$ cat src/rtl/bram_arbiter.sv
// Round-robin arbiter granting NUM_PORTS requesters single-transaction access to one BRAM port.
// Optional access watchdog enabled by defining BRAM_ARB_TIMEOUT_EN.
module bram_arbiter #(
  parameter int NUM_PORTS = 4,
  parameter int TIMEOUT   = 255
) (
  input  logic                    clk,
  input  logic                    res_n,
  input  logic [NUM_PORTS-1:0]    req_read,
  input  logic [NUM_PORTS-1:0]    req_write,
  input  logic [32*NUM_PORTS-1:0] req_addr,
  input  logic [32*NUM_PORTS-1:0] req_wdata,
  output logic [NUM_PORTS-1:0]    req_done,
  output logic [31:0]             req_rdata,
  output logic                    req_err,
  output logic [31:0]             bram_addr,
  output logic [31:0]             bram_wdata,
  output logic                    bram_read,
  output logic                    bram_write,
  input  logic [31:0]             bram_rdata,
  input  logic                    bram_done,
  output logic [2:0]              grant_id,
  output logic                    busy
);

  typedef enum logic [1:0] {
    IDLE   = 2'd0,
    ACCESS = 2'd1,
    RESP   = 2'd2
  } state_t;

  if (NUM_PORTS < 2 || NUM_PORTS > 8 || TIMEOUT < 1) begin : g_param_check
    $error("bram_arbiter: NUM_PORTS must be 2..8 and TIMEOUT at least 1");
  end

  // Returns {found, index}: first requester after 'last', wrapping at NUM_PORTS.
  function automatic logic [3:0] rr_pick(input logic [7:0] req, input logic [2:0] last);
    logic [3:0] result;
    logic [3:0] cand;
    result = 4'd0;
    for (int k = NUM_PORTS; k >= 1; k--) begin
      cand   = {1'b0, last} + 4'(k);
      cand   = (cand >= 4'(NUM_PORTS)) ? cand - 4'(NUM_PORTS) : cand;
      result = req[cand[2:0]] ? {1'b1, cand[2:0]} : result;
    end
    return result;
  endfunction

  state_t                state_r, state_s;
  logic [2:0]            grant_id_r, grant_s;
  logic [2:0]            last_grant_r, last_s;
  logic                  op_write_r, wr_s;
  logic [31:0]           bram_addr_r, addr_s;
  logic [31:0]           bram_wdata_r, wdata_s;
  logic                  bram_read_r, rd_stb_s;
  logic                  bram_write_r, wr_stb_s;
  logic [NUM_PORTS-1:0]  req_done_r, done_s;
  logic [31:0]           req_rdata_r, rdata_s;
  logic                  busy_r, busy_s;

  logic [7:0]            req_any_s;
  logic [3:0]            pick_s;
  logic [7:0]            done_oh_full_s;
  logic [NUM_PORTS-1:0]  done_oh_s;
  logic [31:0]           sel_addr_s;
  logic [31:0]           sel_wdata_s;
  logic                  sel_write_s;

  assign req_any_s      = 8'(req_read | req_write);
  assign pick_s         = rr_pick(req_any_s, last_grant_r);
  assign done_oh_full_s = 8'd1 << grant_id_r;
  assign done_oh_s      = done_oh_full_s[NUM_PORTS-1:0];

`ifdef BRAM_ARB_TIMEOUT_EN
  localparam int CNT_W = (TIMEOUT > 1) ? $clog2(TIMEOUT) : 1;
  logic [CNT_W-1:0] cnt_r;
  logic             req_err_r, err_s;

  // Access watchdog: counts ACCESS cycles, restarts whenever ACCESS is left.
  always_ff @(posedge clk) begin
    if (res_n) begin
      cnt_r <= '0;
    end else if (state_r == ACCESS) begin
      cnt_r <= cnt_r + 1'b1;
    end else begin
      cnt_r <= '0;
    end
  end

  assign req_err = req_err_r;
`else
  assign req_err = 1'b0;
`endif

  // Mux the winning port's address, data and operation (write wins over read).
  always_comb begin
    sel_addr_s  = 32'd0;
    sel_wdata_s = 32'd0;
    sel_write_s = 1'b0;
    for (int i = 0; i < NUM_PORTS; i++) begin
      sel_addr_s  = (3'(i) == pick_s[2:0]) ? req_addr[32*i +: 32]  : sel_addr_s;
      sel_wdata_s = (3'(i) == pick_s[2:0]) ? req_wdata[32*i +: 32] : sel_wdata_s;
      sel_write_s = (3'(i) == pick_s[2:0]) ? req_write[i]          : sel_write_s;
    end
  end

  // Next-state and next-output logic; every output is registered from these values.
  always_comb begin
    state_s  = state_r;
    grant_s  = grant_id_r;
    last_s   = last_grant_r;
    wr_s     = op_write_r;
    addr_s   = bram_addr_r;
    wdata_s  = bram_wdata_r;
    rd_stb_s = 1'b0;
    wr_stb_s = 1'b0;
    done_s   = '0;
    rdata_s  = req_rdata_r;
    busy_s   = 1'b0;
`ifdef BRAM_ARB_TIMEOUT_EN
    err_s    = 1'b0;
`endif
    case (state_r)
      IDLE: begin
        if (pick_s[3]) begin
          state_s  = ACCESS;
          grant_s  = pick_s[2:0];
          addr_s   = sel_addr_s;
          wdata_s  = sel_wdata_s;
          wr_s     = sel_write_s;
          rd_stb_s = ~sel_write_s;
          wr_stb_s = sel_write_s;
          busy_s   = 1'b1;
        end else begin
          state_s = IDLE;
        end
      end
      ACCESS: begin
        busy_s = 1'b1;
        if (bram_done) begin
          state_s = RESP;
          done_s  = done_oh_s;
          rdata_s = op_write_r ? 32'd0 : bram_rdata;
        end
`ifdef BRAM_ARB_TIMEOUT_EN
        else if (cnt_r == CNT_W'(TIMEOUT - 1)) begin
          state_s = RESP;
          done_s  = done_oh_s;
          rdata_s = 32'd0;
          err_s   = 1'b1;
        end
`endif
        else begin
          rd_stb_s = ~op_write_r;
          wr_stb_s = op_write_r;
        end
      end
      RESP: begin
        state_s = IDLE;
        last_s  = grant_id_r;
      end
      default: begin
        state_s = IDLE;
      end
    endcase
  end

  // State and output registers.
  always_ff @(posedge clk) begin
    if (res_n) begin
      state_r      <= IDLE;
      grant_id_r   <= 3'd0;
      last_grant_r <= 3'(NUM_PORTS - 1);
      op_write_r   <= 1'b0;
      bram_addr_r  <= 32'd0;
      bram_wdata_r <= 32'd0;
      bram_read_r  <= 1'b0;
      bram_write_r <= 1'b0;
      req_done_r   <= '0;
      req_rdata_r  <= 32'd0;
      busy_r       <= 1'b0;
`ifdef BRAM_ARB_TIMEOUT_EN
      req_err_r    <= 1'b0;
`endif
    end else begin
      state_r      <= state_s;
      grant_id_r   <= grant_s;
      last_grant_r <= last_s;
      op_write_r   <= wr_s;
      bram_addr_r  <= addr_s;
      bram_wdata_r <= wdata_s;
      bram_read_r  <= rd_stb_s;
      bram_write_r <= wr_stb_s;
      req_done_r   <= done_s;
      req_rdata_r  <= rdata_s;
      busy_r       <= busy_s;
`ifdef BRAM_ARB_TIMEOUT_EN
      req_err_r    <= err_s;
`endif
    end
  end

  assign req_done   = req_done_r;
  assign req_rdata  = req_rdata_r;
  assign bram_addr  = bram_addr_r;
  assign bram_wdata = bram_wdata_r;
  assign bram_read  = bram_read_r;
  assign bram_write = bram_write_r;
  assign grant_id   = grant_id_r;
  assign busy       = busy_r;

endmodule

$ cat config.mk
export PLATFORM = sky130hd
export DESIGN_NAME = bram_arbiter
export DESIGN_NICKNAME = d
export VERILOG_FILES = /design/src/rtl/bram_arbiter.sv
export SDC_FILE = /design/constraint.sdc
export NUM_CORES = 1
export LEC_CHECK = 0
export CAP_MARGIN = 25
export CORE_AREA = 2 2 200 163
export DETAILED_ROUTE_END_ITERATION = 16
export DIE_AREA = 0 0 202 165
export SYNTH_ARGS = -nofsm -noshare
export SYNTH_HDL_FRONTEND = slang
export SYNTH_SLANG_ARGS = --single-unit
$ cat constraint.sdc
create_clock -name clk -period 4.65 [get_ports clk]
set_input_delay 0.465 -clock clk [delete_from_list [all_inputs] [get_ports clk]]
set_output_delay 0.465 -clock clk [all_outputs]
set_load 0.005 [all_outputs]
== Word level (Yosys, flattened, before mapping) ==
Cells that the tools add are included.

* $lt $le $gt $ge: 8
* Shifts and indexed selects: 1
* Bitwise gates (word level): 5
* Add/sub/neg operators: 8
* Reduce and logical (&&, ||, !) cells: 5
* Multiplexer cells: 40
* Equal/unequal tests: 6

{| class="wikitable"
|+ Operators by type and width
! cell !! number
|-
| 32-bit 2-to-1 mux || 9
|-
| 4-bit by 3-bit greater-or-equal comparator with 1-bit output (second input constant) || 4
|-
| 3-bit by 4-bit < comparator with 1-bit output (second input constant) || 4
|-
| 4-bit 2-to-1 mux || 4
|-
| 1-bit 2-to-1 mux || 14
|-
| 1-bit binary-select mux with 3-bit select || 4
|-
| 3-bit 2-to-1 mux || 4
|-
| 3-bit subtractor (second input constant) || 4
|-
| 3-bit by 2-bit adder with 4-bit output (second input constant) || 2
|-
| 2-bit by 3-bit equality test with 1-bit output (first input constant) || 2
|-
| 1-bit case mux with 2 select lines || 3
|-
| 3-bit by 1-bit adder with 4-bit output (second input constant) || 1
|-
| 3-bit by 3-bit adder with 4-bit output (second input constant) || 1
|-
| 1-bit NOT || 4
|-
| 4-bit OR || 1
|-
| 2-bit case mux with 2 select lines || 1
|-
| 2-bit AND reduction || 2
|-
| 1-bit by 3-bit left shift with 4-bit output (first input constant) || 1
|-
| 1-bit by 3-bit equality test with 1-bit output (first input constant) || 1
|-
| 3-bit zero test || 1
|-
| 3-bit OR reduction || 1
|-
| 2-bit by 1-bit equality test with 1-bit output (second input constant) || 1
|-
| 2-bit equality test (second input constant) || 1
|-
| 2-bit zero test || 1
|-
| other kinds (2) || 2
|}

* Input bits: 299
* Flip-flop bits (word level): 112
* Output and inout bits: 107
* Logic and storage cells: 84

== Logic depth before layout (Yosys ltp) ==
* Depth after elaboration: 17
* Gate-level depth with buffers: 15
* Mapped depth without buffers: 9

== Least setup slack after synthesis ==
Ideal clock, no wire load.

* Path type: register -> register
* From: register last_grant_r[0]
* To: register bram_addr_r[23] (netlist: bram_addr[23])
* Arrival: 3.669 ns
* Path slack: 0.892 ns
* Period minus slack after synthesis: 3.758 ns
* Stages on the path, launching flop included: 14
* Buffers on the path: 5
* Cell sequence: dfxtp_1 -> buf_4 -> clkbuf_1 -> clkbuf_1 -> inv_1 -> ha_1 -> mux4_2 -> nor4b_1 -> nor2_1 -> buf_2 -> buf_2 -> mux2i_1 -> a221o_1 -> a311oi_2

* Longest elaborated chain between the ends: 14

{| class="wikitable"
|+ RTL lines
! item !! line !! text
|-
| start, declared || 51 || <nowiki>logic [2:0] last_grant_r, last_s;</nowiki>
|-
| start signal, assigned || 173 || <nowiki>last_grant_r <= 3'(NUM_PORTS - 1);</nowiki>
|-
| start signal, assigned || 188 || <nowiki>last_grant_r <= last_s;</nowiki>
|-
| 3-bit by 3-bit adder with 4-bit output || 42 || <nowiki>cand = {1'b0, last} + 4'(k);</nowiki>
|-
| 4-bit by 3-bit greater-or-equal comparator with 1-bit output or 3-bit subtractor (tied branches) || 43 || <nowiki>cand = (cand >= 4'(NUM_PORTS)) ? cand - 4'(NUM_PORTS) : cand;</nowiki>
|-
| 3-bit 2-to-1 mux || 43 ||
|-
| 1-bit binary-select mux with 3-bit select || 44 || <nowiki>result = req[cand[2:0]] ? {1'b1, cand[2:0]} : result;</nowiki>
|-
| 1-bit 2-to-1 mux (implied by the code) || 44 ||
|-
| 4-bit 2-to-1 mux (3 in series) || 44 ||
|-
| 4-bit 2-to-1 mux * || 44 ||
|-
| 3-bit zero test || 101 || <nowiki>sel_addr_s = (3'(i) == pick_s[2:0]) ? req_addr[32*i +: 32] : sel_addr_s;</nowiki>
|-
| 32-bit 2-to-1 mux (4 in series) || 101 ||
|-
| end signal, assigned || 190 || <nowiki>bram_addr_r <= addr_s;</nowiki>
|-
| end, declared || 53 || <nowiki>logic [31:0] bram_addr_r, addr_s;</nowiki>
|}

Every way passes the cells marked *; elsewhere a longest branch is shown, timed or not. The select of a mux whose other input is x is not followed.
A chain may end at the register's enable or synchronous reset.

== Final worst setup path ==
* From: register last_grant_r[0]
* To: register bram_addr_r[13] (netlist: bram_addr[13])

The elaborated chain is that of the path after synthesis.

==> metrics.md <==
| Metric | Value |
|---|---|
| CTS tree | built |
| Layout cells sized above 1 | 0.0775 |
| WP depth | 9 |
| Distinct cell type count after synthesis | 53 |
| Die Y | 165 microns |
| Crit path time final | 3.91 ns |
| LEAKAGE | 0.00497 uW |
| Critical path class | reg2reg |
| Fillers | 3068 |
| Synth Flop Type | dfxtp_1 |
| Synth cell count leaders | 201 x nand2_1, 112 x dfxtp_1, 85 x clkbuf_1 |
| Final Hold Fails | 0 |
| Cell area after synthesis | 8940 sq um |
| Cell accounting for the most synthesized area | dfxtp_1 |
| CP top delay family | simple AND/OR/NAND/NOR gates |
| Post-Route Skew | 0.0106 ns |
| Overall power | 3350 uW |
| Placed cell area | 13200 sq um |
| Vias in the first global route | 9816 |
| Max Cap Violations | 0 |
| Slew @ Worst Pin | 0.993 ns |
| Per-cell routed wire length | 21.4 microns |
| Hold depth | 1 |
| Setup TNS | 0 ns |
| Register area | 2250 sq um |
| TritonRoute pass-1 iters | 5 |
| Syn. warnings | 0 |
| Tot GR Track Use | 0.225 |
| Initial antenna violation count | 5 |
| ANT nets after route | 0 |
| Reg2Reg Depth | 9 |
| Status | finished clean |
| Crit-path cells | inv_1 -> ha_1 -> mux4_2 -> or4b_4 -> buf_4 -> and3_1 -> a211oi_1 -> a311o_1 -> a311oi_2 |
| Clock sinks | 112 |
| Slew margin rel. | 0.338 |
| Crit share post-route | 0.840 |
| Worst Path Arrival | 4.13 ns |
| # hold bufs at CTS | 0 |
| Fin nets | 1690 |
| Clock transition at path regs | 0.09 ns |
| Synth top area share | 0.251 |
| Die X | 202 microns |
| Crit path required time | 4.88 ns |
| Detailed Route WL | 38900 microns |
| FMAX | 256 MHz |
| Core area | 31100 sq um |
| # IOs | 406 |
| CP Max Fanout | 77 |
| Final setup margin | 0.744 ns |
| Max incr delay on CP | 0.87 ns |
| Inserted Clock Buffers | 9 |
| Worst setup SP type | flop |
| Mapped Cells | 1090 |
| Fraction of registers with async set/reset | 0 |
| R2r setup slk | 0.74 ns |
| Post-cts sizing count | 0 |
| Final Max Tran Viols | 0 |
| Design area | 13500 sq um |
| Number of synthesized flops with an enable pin | 0 |
| CTS max path bufs | 2 |
| Initial Utilization | 0.287 |
| Detailed Place HPWL | 26200 microns |
| Post-CTS setup buffer count | 0 |
| Drt drc | 0 |
| PortBufs | 404 |
| Cell Rows | 58 |
| RSZ-0062 raised after global routing | no |
| Max VDD drop | 181 uV |
| Synth Area per Inst | 8.20 sq um |
| Crit. End Element | flop |
| Root buf cell | clkbuf_16 |
| H-tree depth | 3 |
| FF+latch count, synth | 112 |
| Placer's final routability congestion estimate | 0.825 |
| Pre-CTS setup slack | 0.747 ns |
| Vias | 10312 |
| Syn Nets | 1391 |
| Drt via density | 5.68 |
| Grt total ovfl | 0 |
| Final setup viols | 0 |
| Seq/Total Area, Yosys | 0.251 |
| Area growth from synthesis to layout | 50.7% |
| Multi-input logic area | 6070 sq um |
| Largest net degree at the start of global routing | 104 |
| Power per Cell Area | 249 nW/um^2 |
| Total die area | 33300 sq um |
| Clk Latency, worst-skew pair | 0.38 ns |
| HP Class | reg2reg |
| Synth top area cells | dfxtp_1 25%, a311oi_2 9.1%, nand2_1 8.4%, a221o_1 7.3%, mux2i_1 7.3% |
| Slowest CP cell | dfxtp_4 |
| Drt initial violations | 773 |
| Global-route wire length before repair | 58700 microns |
| Most common cell in the synthesized netlist | nand2_1 |
| CP bufs+invs | 2 |
## where the power goes
part / switching (uW) / total [uW] / internal, uW
registers: 68.9 / 1130 / 1060
logic: 685 / 1420 / 734
clock network: 426 / 804 / 378
## flip-flops by register name, summed over array words and instances, names as in the netlist
signal and flops:
op_write_r 1, grant_id 3, last_grant_r 3, bram_write 1, req_rdata 32, bram_wdata 32
busy 1, bram_addr 32, req_done 4, state_r 2, bram_read 1
## cell usage in the layout (no fill, tap or decap), types with 2 or more instances in the layout
master	n
nand3b_1	2
o211ai_1	2
nor3b_1	5
nor2_1	78
clkbuf_16	9
o21ai_0	7
and3_1	65
a221o_1	65
nand2_1	201
or2_2	2
mux2i_1	65
clkdlybuf4s50_1	403
o31ai_1	2
a311oi_1	12
nand3_1	3
a22o_1	32
diode_2	3
nor3_1	5
dfxtp_1	111
inv_6	3
a31oi_1	66
inv_1	6
mux4_2	2
a211oi_1	65
buf_4	15
nand2b_1	5
a311oi_2	53
buf_12	7
a32oi_1	2
ha_1	2
clkinv_4	2
a311o_1	64
## routing by layer
layer | wire length [microns] | vias to the layer above | GRT usage
met1 | 17000 | 4932 | 0.294
met4 | 749 | 6 | 0.0561
met5 | 35 | - | 0
li1 | - | 4896 | -
met2 | 17400 | 432 | 0.353
met3 | 3740 | 46 | 0.0793
## worst reg2reg max path, cell delays in order (launching register included)
cell and delay (ns):
dfxtp_4 0.87, inv_1 0.23, ha_1 0.47, mux4_2 0.37, or4b_4 0.58, buf_4 0.38
and3_1 0.36, a211oi_1 0.24, a311o_1 0.17, a311oi_2 0.09
## final timing paths
path | start | end
worst min register to register | req_rdata[13] | req_rdata[13]
worst max register to register | last_grant_r[0] | bram_addr[13]
worst max-delay path | last_grant_r[0] | bram_addr[13]
worst min-delay path | req_rdata[13] | req_rdata[13]
## stage by stage
| stage | hold slack [ns] | instances | utilization |
|---|---|---|---|
| after floorplan | 0.466 | 1090 | - |
| after global placement | 0.460 | 1797 | 0.422 |
| after detailed placement | 0.463 | 1797 | 0.422 |
| after CTS | 0.488 | 1813 | 0.432 |
| after global routing | 0.501 | 1815 | 0.433 |
| final | 0.481 | 1817 | 0.433 |
## area by class of cell
| cell class | count | share of cell area |
|---|---|---|
| inverters | 6 | 0.00167 |
| well taps | 420 | 0.0390 |
| multi-input cells | 834 | 0.450 |
| flip-flops and latches | 112 | 0.167 |
| clock buffers | 10 | 0.0170 |
| clock inverters | 6 | 0.00446 |
| diodes | 3 | 0.000557 |
| repair buffers | 426 | 0.320 |
## logic make-up after synthesis
logic type                 synth area share
other                              0.000420
AOI/OAI and AO/OA                     0.400
DFF                                   0.251
muxes                                0.0778
buffers and inverters                0.0768
adders and majority gates           0.00280
and+or+nand+nor                       0.191
No activity file was read; power rests on OpenSTA's default activity.
==> variant 1, RTL diff (same settings) <==
The parameter `NUM_PORTS` goes from 4 to 3.
--- a/src/rtl/bram_arbiter.sv
+++ b/src/rtl/bram_arbiter.sv
@@ -1,7 +1,7 @@
 // Round-robin arbiter granting NUM_PORTS requesters single-transaction access to one BRAM port.
 // Optional access watchdog enabled by defining BRAM_ARB_TIMEOUT_EN.
 module bram_arbiter #(
-  parameter int NUM_PORTS = 4,
+  parameter int NUM_PORTS = 3,
   parameter int TIMEOUT   = 255
 ) (
   input  logic                    clk,
Ports: changed (5 resized); port bits go from 406 to 339. No check against the original RTL was run, so the function may have changed too.
==> variant 1 against the original RTL <==
Synthesized area shrank 35%. Clock skew increased by 2.2 ps. Total power decreased by 9.0%. Final area is 27% lower. Sequential cell count down 1. Wire length down 45%. Setup slack got worse by 270 ps. Critical endpoint is now bram_addr[3]. Largest power group is now sequential cells.
==> variant 1: results (changes against the original RTL) <==
** Final layout
- The layout net count is 1117 (-34%).
- The fraction of final layout cells with drive strength greater than 1 is 0.1122 (+0.03477).

** Worst setup path
- The arrival time at the worst endpoint is 4420 ps (+290 ps).
- Highest-delay cell along the critical path :: sky130_fd_sc_hd__dfxtp_1
- The setup slack of the most critical reg-to-reg path was 470 ps (-270 ps).
- In this run the critical register-to-register path is launched from last_grant_r[0].
- The worst stage delay on the critical path came to 690 ps (-180 ps).
- The length in cells of the worst reg-to-reg path was 10 (+1).
- The worst register-to-register path ends at bram_addr[3].

** Drt
- Drt total wl :: 21570 um (-45%)
- The via total after detailed routing is 5537 (-46%).
- Drt first pass iters :: 4 (-1)
- Detailed Route Iter0 Violations :: 176 (-77%)

** Timing
- The headroom to the max-slew limit is 0.4371 (+0.09929).
- Setup clock skew after layout :: 12.74 ps (+2.173 ps)
- Worst Hold Margin :: 481.3 ps (+0.4620 ps)

** Global route
- The initial antenna violation count came to 0 (-5).
- Maximum number of pins on one net before global-route repair :: 66 (-37%)
- The via count of the first global-routing pass was 5569 (-43%).

** Placement
- The detailed placer's ending HPWL came to 15890 um (-39%).
- The placed instance area was 0.009525 mm^2 (-28%).

** Synthesis
- The total nets after synthesis was 807 (-42%).
- Most common library cells after synthesis :: 111 x sky130_fd_sc_hd__dfxtp_1, 71 x sky130_fd_sc_hd__inv_1, 68 x sky130_fd_sc_hd__mux2i_1
- Sequential area share after synthesis :: 0.3849 (+0.1341)

** Min path
- Source of the worst hold timing path :: req_rdata[27]
- Worst min-delay path endpoint :: req_rdata[27]

** Status
- The run finished with clean final reports.
-- variant 1: worst max-delay path by stage --
stage / end / cells past startpoint / from / slack, ps
2_1_floorplan: bram_addr[23] / 11 / last_grant_r[0] / 1890
5_1_grt: bram_wdata[22] / 10 / last_grant_r[0] / 170
3_3_place_gp: bram_addr[6] / 9 / last_grant_r[0] / 670
4_1_cts: bram_addr[6] / 10 / last_grant_r[0] / 470
3_5_place_dp: bram_addr[6] / 10 / last_grant_r[0] / 480
6_report: bram_addr[3] / 10 / last_grant_r[0] / 470
-- variant 1: layout make-up --
| type | count | area [um^2] |
|---|---|---|
| clock inverters | 6 | 51.30 |
| flip-flops and latches | 111 | 2222 |
| repair buffers | 346 | 3478 |
| multi-input cells | 338 | 3033 |
| well taps | 420 | 525.5 |
| clock buffers | 10 | 229.0 |
| fillers | 3188 | 21330 |
| inverters | 71 | 266.5 |
-- variant 1: through the flow --
stage	cells	util	worst slack, ps	total power, uW
3_3_place_gp	1286	0.3060	668.8	2302
2_1_floorplan	567	-	1890	1710
3_5_place_dp	1286	0.3060	484.6	2312
4_1_cts	1302	0.3150	470.5	3116
6_report	1302	0.3150	471.8	3050
5_1_grt	1302	0.3150	173.6	3237
-- variant 1: power groups by stage --
stage	clock (uW)	combinational, uW	sequential (uW)
finish	783	1110	1160
global route	858	1200	1180
CTS	822	1130	1160
detailed placement	0	1130	1190
global placement	0	1120	1180
floorplan	0	527	1180
-- variant 1: cells by family (layout without fill, tap and decap cells) --
| logic type | Yosys count | count (layout) | synth area share |
|---|---|---|---|
| AO/OA/AOI/OAI | 137 | 137 | 0.2633 |
| adder cells (fa/ha/maj) | 7 | 7 | 0.01517 |
| AND/OR/NAND/NOR | 118 | 118 | 0.1086 |
| multiplexers | 69 | 69 | 0.1199 |
| other | 1 | 1 | 0.0006496 |
| XOR/XNOR | 6 | 6 | 0.01041 |
| flip-flops | 111 | 111 | 0.3849 |
| buffers and inverters | 118 | 433 | 0.09710 |
-- variant 1: routing by layer --
layer | track usage | wire length [um]
met1 | 0.1458 | 9091
met5 | 0 | 0
met2 | 0.2106 | 10070
met4 | 0.03242 | 335
met3 | 0.05110 | 2071
==> variant 2, RTL diff (same settings) <==
Without the edit above. Build with the macro `BRAM_ARB_TIMEOUT_EN` defined.
--- a/src/rtl/bram_arbiter.sv
+++ b/src/rtl/bram_arbiter.sv
@@ -1,5 +1,7 @@
 // Round-robin arbiter granting NUM_PORTS requesters single-transaction access to one BRAM port.
 // Optional access watchdog enabled by defining BRAM_ARB_TIMEOUT_EN.
+`define BRAM_ARB_TIMEOUT_EN
+
 module bram_arbiter #(
   parameter int NUM_PORTS = 4,
   parameter int TIMEOUT   = 255
Behaviour: no difference found for any inputs over 4 cycles, from zero or initial values; that may be too few to reach the edited logic, so the function may still have changed.
==> variant 2 against the original RTL <==
Clock power rose by 95%. Wire length is 1.6% lower. Sequential power rose by 8%. Total power rose by 21%. Combinational power decreased by 11%. Setup slack improved by 300 ps. Synthesized area fell by 6.3%. First-iteration DRC count increased by 4.4%. Sequential cell count rose by 9. Final area increased by 0.56%. Worst hold slack worse by 18 ps. Non-clock buffer count grew 3. Largest cell class unchanged.
==> variant 2: results (changes against the original RTL) <==
** Timing
- The headroom to the max-slew limit is 0.2667 (-0.07118).
- The final worst clock skew was 16.84 ps (+6.267 ps).

** Worst setup path
- Biggest fanout along the worst timing path :: 55 (-29%)
- Crit path DAT :: 3970 ps (-160 ps)
- The worst stage delay on the critical path came to 510 ps (-360 ps).
- The largest individual stage delay along the critical path comes from the cell sky130_fd_sc_hd__mux4_4.

** Clock network
- The number of buffers inserted to repair setup after CTS is 0 (unchanged).
- The count of instances resized after the clock tree is built was 0 (unchanged).
- The number of levels the H-tree was split into came to 4 (+1).
- Maximum root-to-sink buffer count :: 2 (unchanged)
- Inserted Clock Buffers :: 17 (+8)
- Clk Tree Root Cell :: sky130_fd_sc_hd__clkbuf_16
- The clock latency on the worst-skew pair is 430 ps (+50 ps).
- The clock transition at the register clock pins on the worst setup and hold paths after CTS was 60 ps (-30 ps).

** Synthesis
- The unique cell type count in the Yosys netlist is 51 (-3.8%).
- The total nets after synthesis came to 1199 (-14%).
- Share of flip-flops with an asynchronous set or reset :: 0 (unchanged)
- The commonest cells after synthesis are 139 x sky130_fd_sc_hd__o221ai_1, 121 x sky130_fd_sc_hd__dfxtp_1, 99 x sky130_fd_sc_hd__mux2i_1.
- Main synth FF type :: sky130_fd_sc_hd__dfxtp_1
- Dominant cells by area after synthesis :: sky130_fd_sc_hd__dfxtp_1 29%, sky130_fd_sc_hd__o221ai_1 15%, sky130_fd_sc_hd__mux2i_1 12%, sky130_fd_sc_hd__a221o_1 5.5%, sky130_fd_sc_hd__mux4_2 5.1%
- Sequential area share after synthesis :: 0.2891 (+0.03824)
- Gate Count Post-Synth :: 896 (-18%)

** Min path
- Min-delay worst type :: register to register

** Placement
- Estimated wirelength of the detail-placed design :: 25720 um (-1.8%)
- Total placed cells including tap cells :: 1631 (-9.2%)
- Count of port buffers added during placement :: 405 (+0.25%)
- Placed cell area :: 0.01286 mm^2 (-2.2%)
- The routability congestion estimate came to 0.8601 (+4.3%).

** Drt
- The number of search-and-repair iterations in the first detailed-routing pass was 7 (+2).
- Average vias per placed instance :: 5.878 (+3.6%)
- Detail-routed net length per standard cell :: 22.93 um (+7.1%)
- Detailed Route Iter0 Violations :: 807 (+4.4%)
- Drt total wl :: 38270 um (-1.6%)

** Global route
- The initial antenna violation count came to 6 (+1).
- Via count of the first global-routing pass :: 9336 (-4.9%)
- The first-pass GRT wire length was 56750 um (-3.4%).
- The maximum number of pins on one net before global-route repair is 95 (-8.7%).
- The combined global-route utilization of all metal layers is 0.2184 (-0.006317).

** Final layout
- The fraction of final layout cells with drive strength greater than 1 came to 0.07562 (-0.001851).
- The number of fill cells in the layout was 2951 (-3.8%).
- Nets :: 1533 (-9.3%)

** Status
- The run finished with clean final reports.

** Power and ir drop
- VDD IR max :: 0.1792 mV (-0.85%)
- Leakage :: 0.005144 uW (+3.4%)
## variant 2: cell count changes after synthesis, moves of 46 or more
cell                       change
sky130_fd_sc_hd__nand2_1     -190
sky130_fd_sc_hd__o21ai_0      +49
sky130_fd_sc_hd__o221ai_1    +138
sky130_fd_sc_hd__a31oi_1      -68
sky130_fd_sc_hd__nor2_1       -58
sky130_fd_sc_hd__o22ai_1      +50
sky130_fd_sc_hd__a311o_1      -64
sky130_fd_sc_hd__a21oi_1      +51
sky130_fd_sc_hd__a311oi_2     -53
sky130_fd_sc_hd__and3_1       -63
sky130_fd_sc_hd__a211oi_1     -64
sky130_fd_sc_hd__a221oi_1     +46
## variant 2: final cells by class
cell class | instances | area [um^2] | area share
Multi-Input combinational cell | 655 | 5517 | 0.4071
Timing Repair Buffer | 429 | 4364 | 0.3221
Sequential cell | 121 | 2426 | 0.1791
Tap cell | 420 | 525.5 | 0.03878
Clock buffer | 20 | 466.7 | 0.03444
Clock inverter | 12 | 210.2 | 0.01551
Inverter | 6 | 25.02 | 0.001847
Antenna cell | 6 | 15.01 | 0.001108
## variant 2: logic make-up (layout without fill, tap and decap cells)
family / count (synthesis) / in the layout / synth area share
DFF: 121 / 121 / 0.2891
xor gates and xnor gates: 4 / 4 / 0.004182
muxes: 118 / 118 / 0.1693
buffers and inverters: 120 / 467 / 0.06391
adders and majority gates: 4 / 4 / 0.005973
other: 0 / 6 / 0
AOI/OAI and AO/OA: 455 / 455 / 0.4215
and+or+nand+nor: 74 / 74 / 0.04599
## variant 2: per-layer routing
layer  global-route usage  part of all wire  up-vias
met2               0.3666              0.49      444
li1                     -                 -     4516
met1               0.2775              0.43     4822
met3              0.05979             0.075       29
met4              0.05548             0.012        0
met5                    0                 0        -
## variant 2: power breakdown
| group | switching, uW | leakage [uW] | internal [uW] |
|---|---|---|---|
| Combinational | 575 | 0.00382 | 697 |
| Clock | 564 | 0.000330 | 1000 |
| Sequential | 73.5 | 0.000992 | 1140 |
| Total | 1210 | 0.00514 | 2850 |
## variant 2: worst paths after layout
check             slack, ps       startpoint           end  depth (start not counted)
hold / removal          460         cnt_r[0]      cnt_r[0]                          1
setup reg to reg       1040  last_grant_r[0]  bram_addr[4]                         10
hold reg to reg         460         cnt_r[0]      cnt_r[0]                          1
setup / recovery       1040  last_grant_r[0]  bram_addr[4]                         10
## variant 2: critical path: cells and delay by family (launching register included)
family / cells / cell delay, ps
buf+inv: 3 / 1030
compound gates: 3 / 760
simple gates: 2 / 370
fa+ha+maj: 1 / 390
flops: 1 / 420
mux: 1 / 510
## variant 2: stage by stage
stage                     utilization  setup slack [ps]  power (uW)
after floorplan                     -              1165        1791
after global placement         0.4095             913.4        2481
after detailed placement       0.4130             838.8        2505
after CTS                      0.4347             992.4        4097
after global routing           0.4348             848.5        4236
final                          0.4352              1043        4057
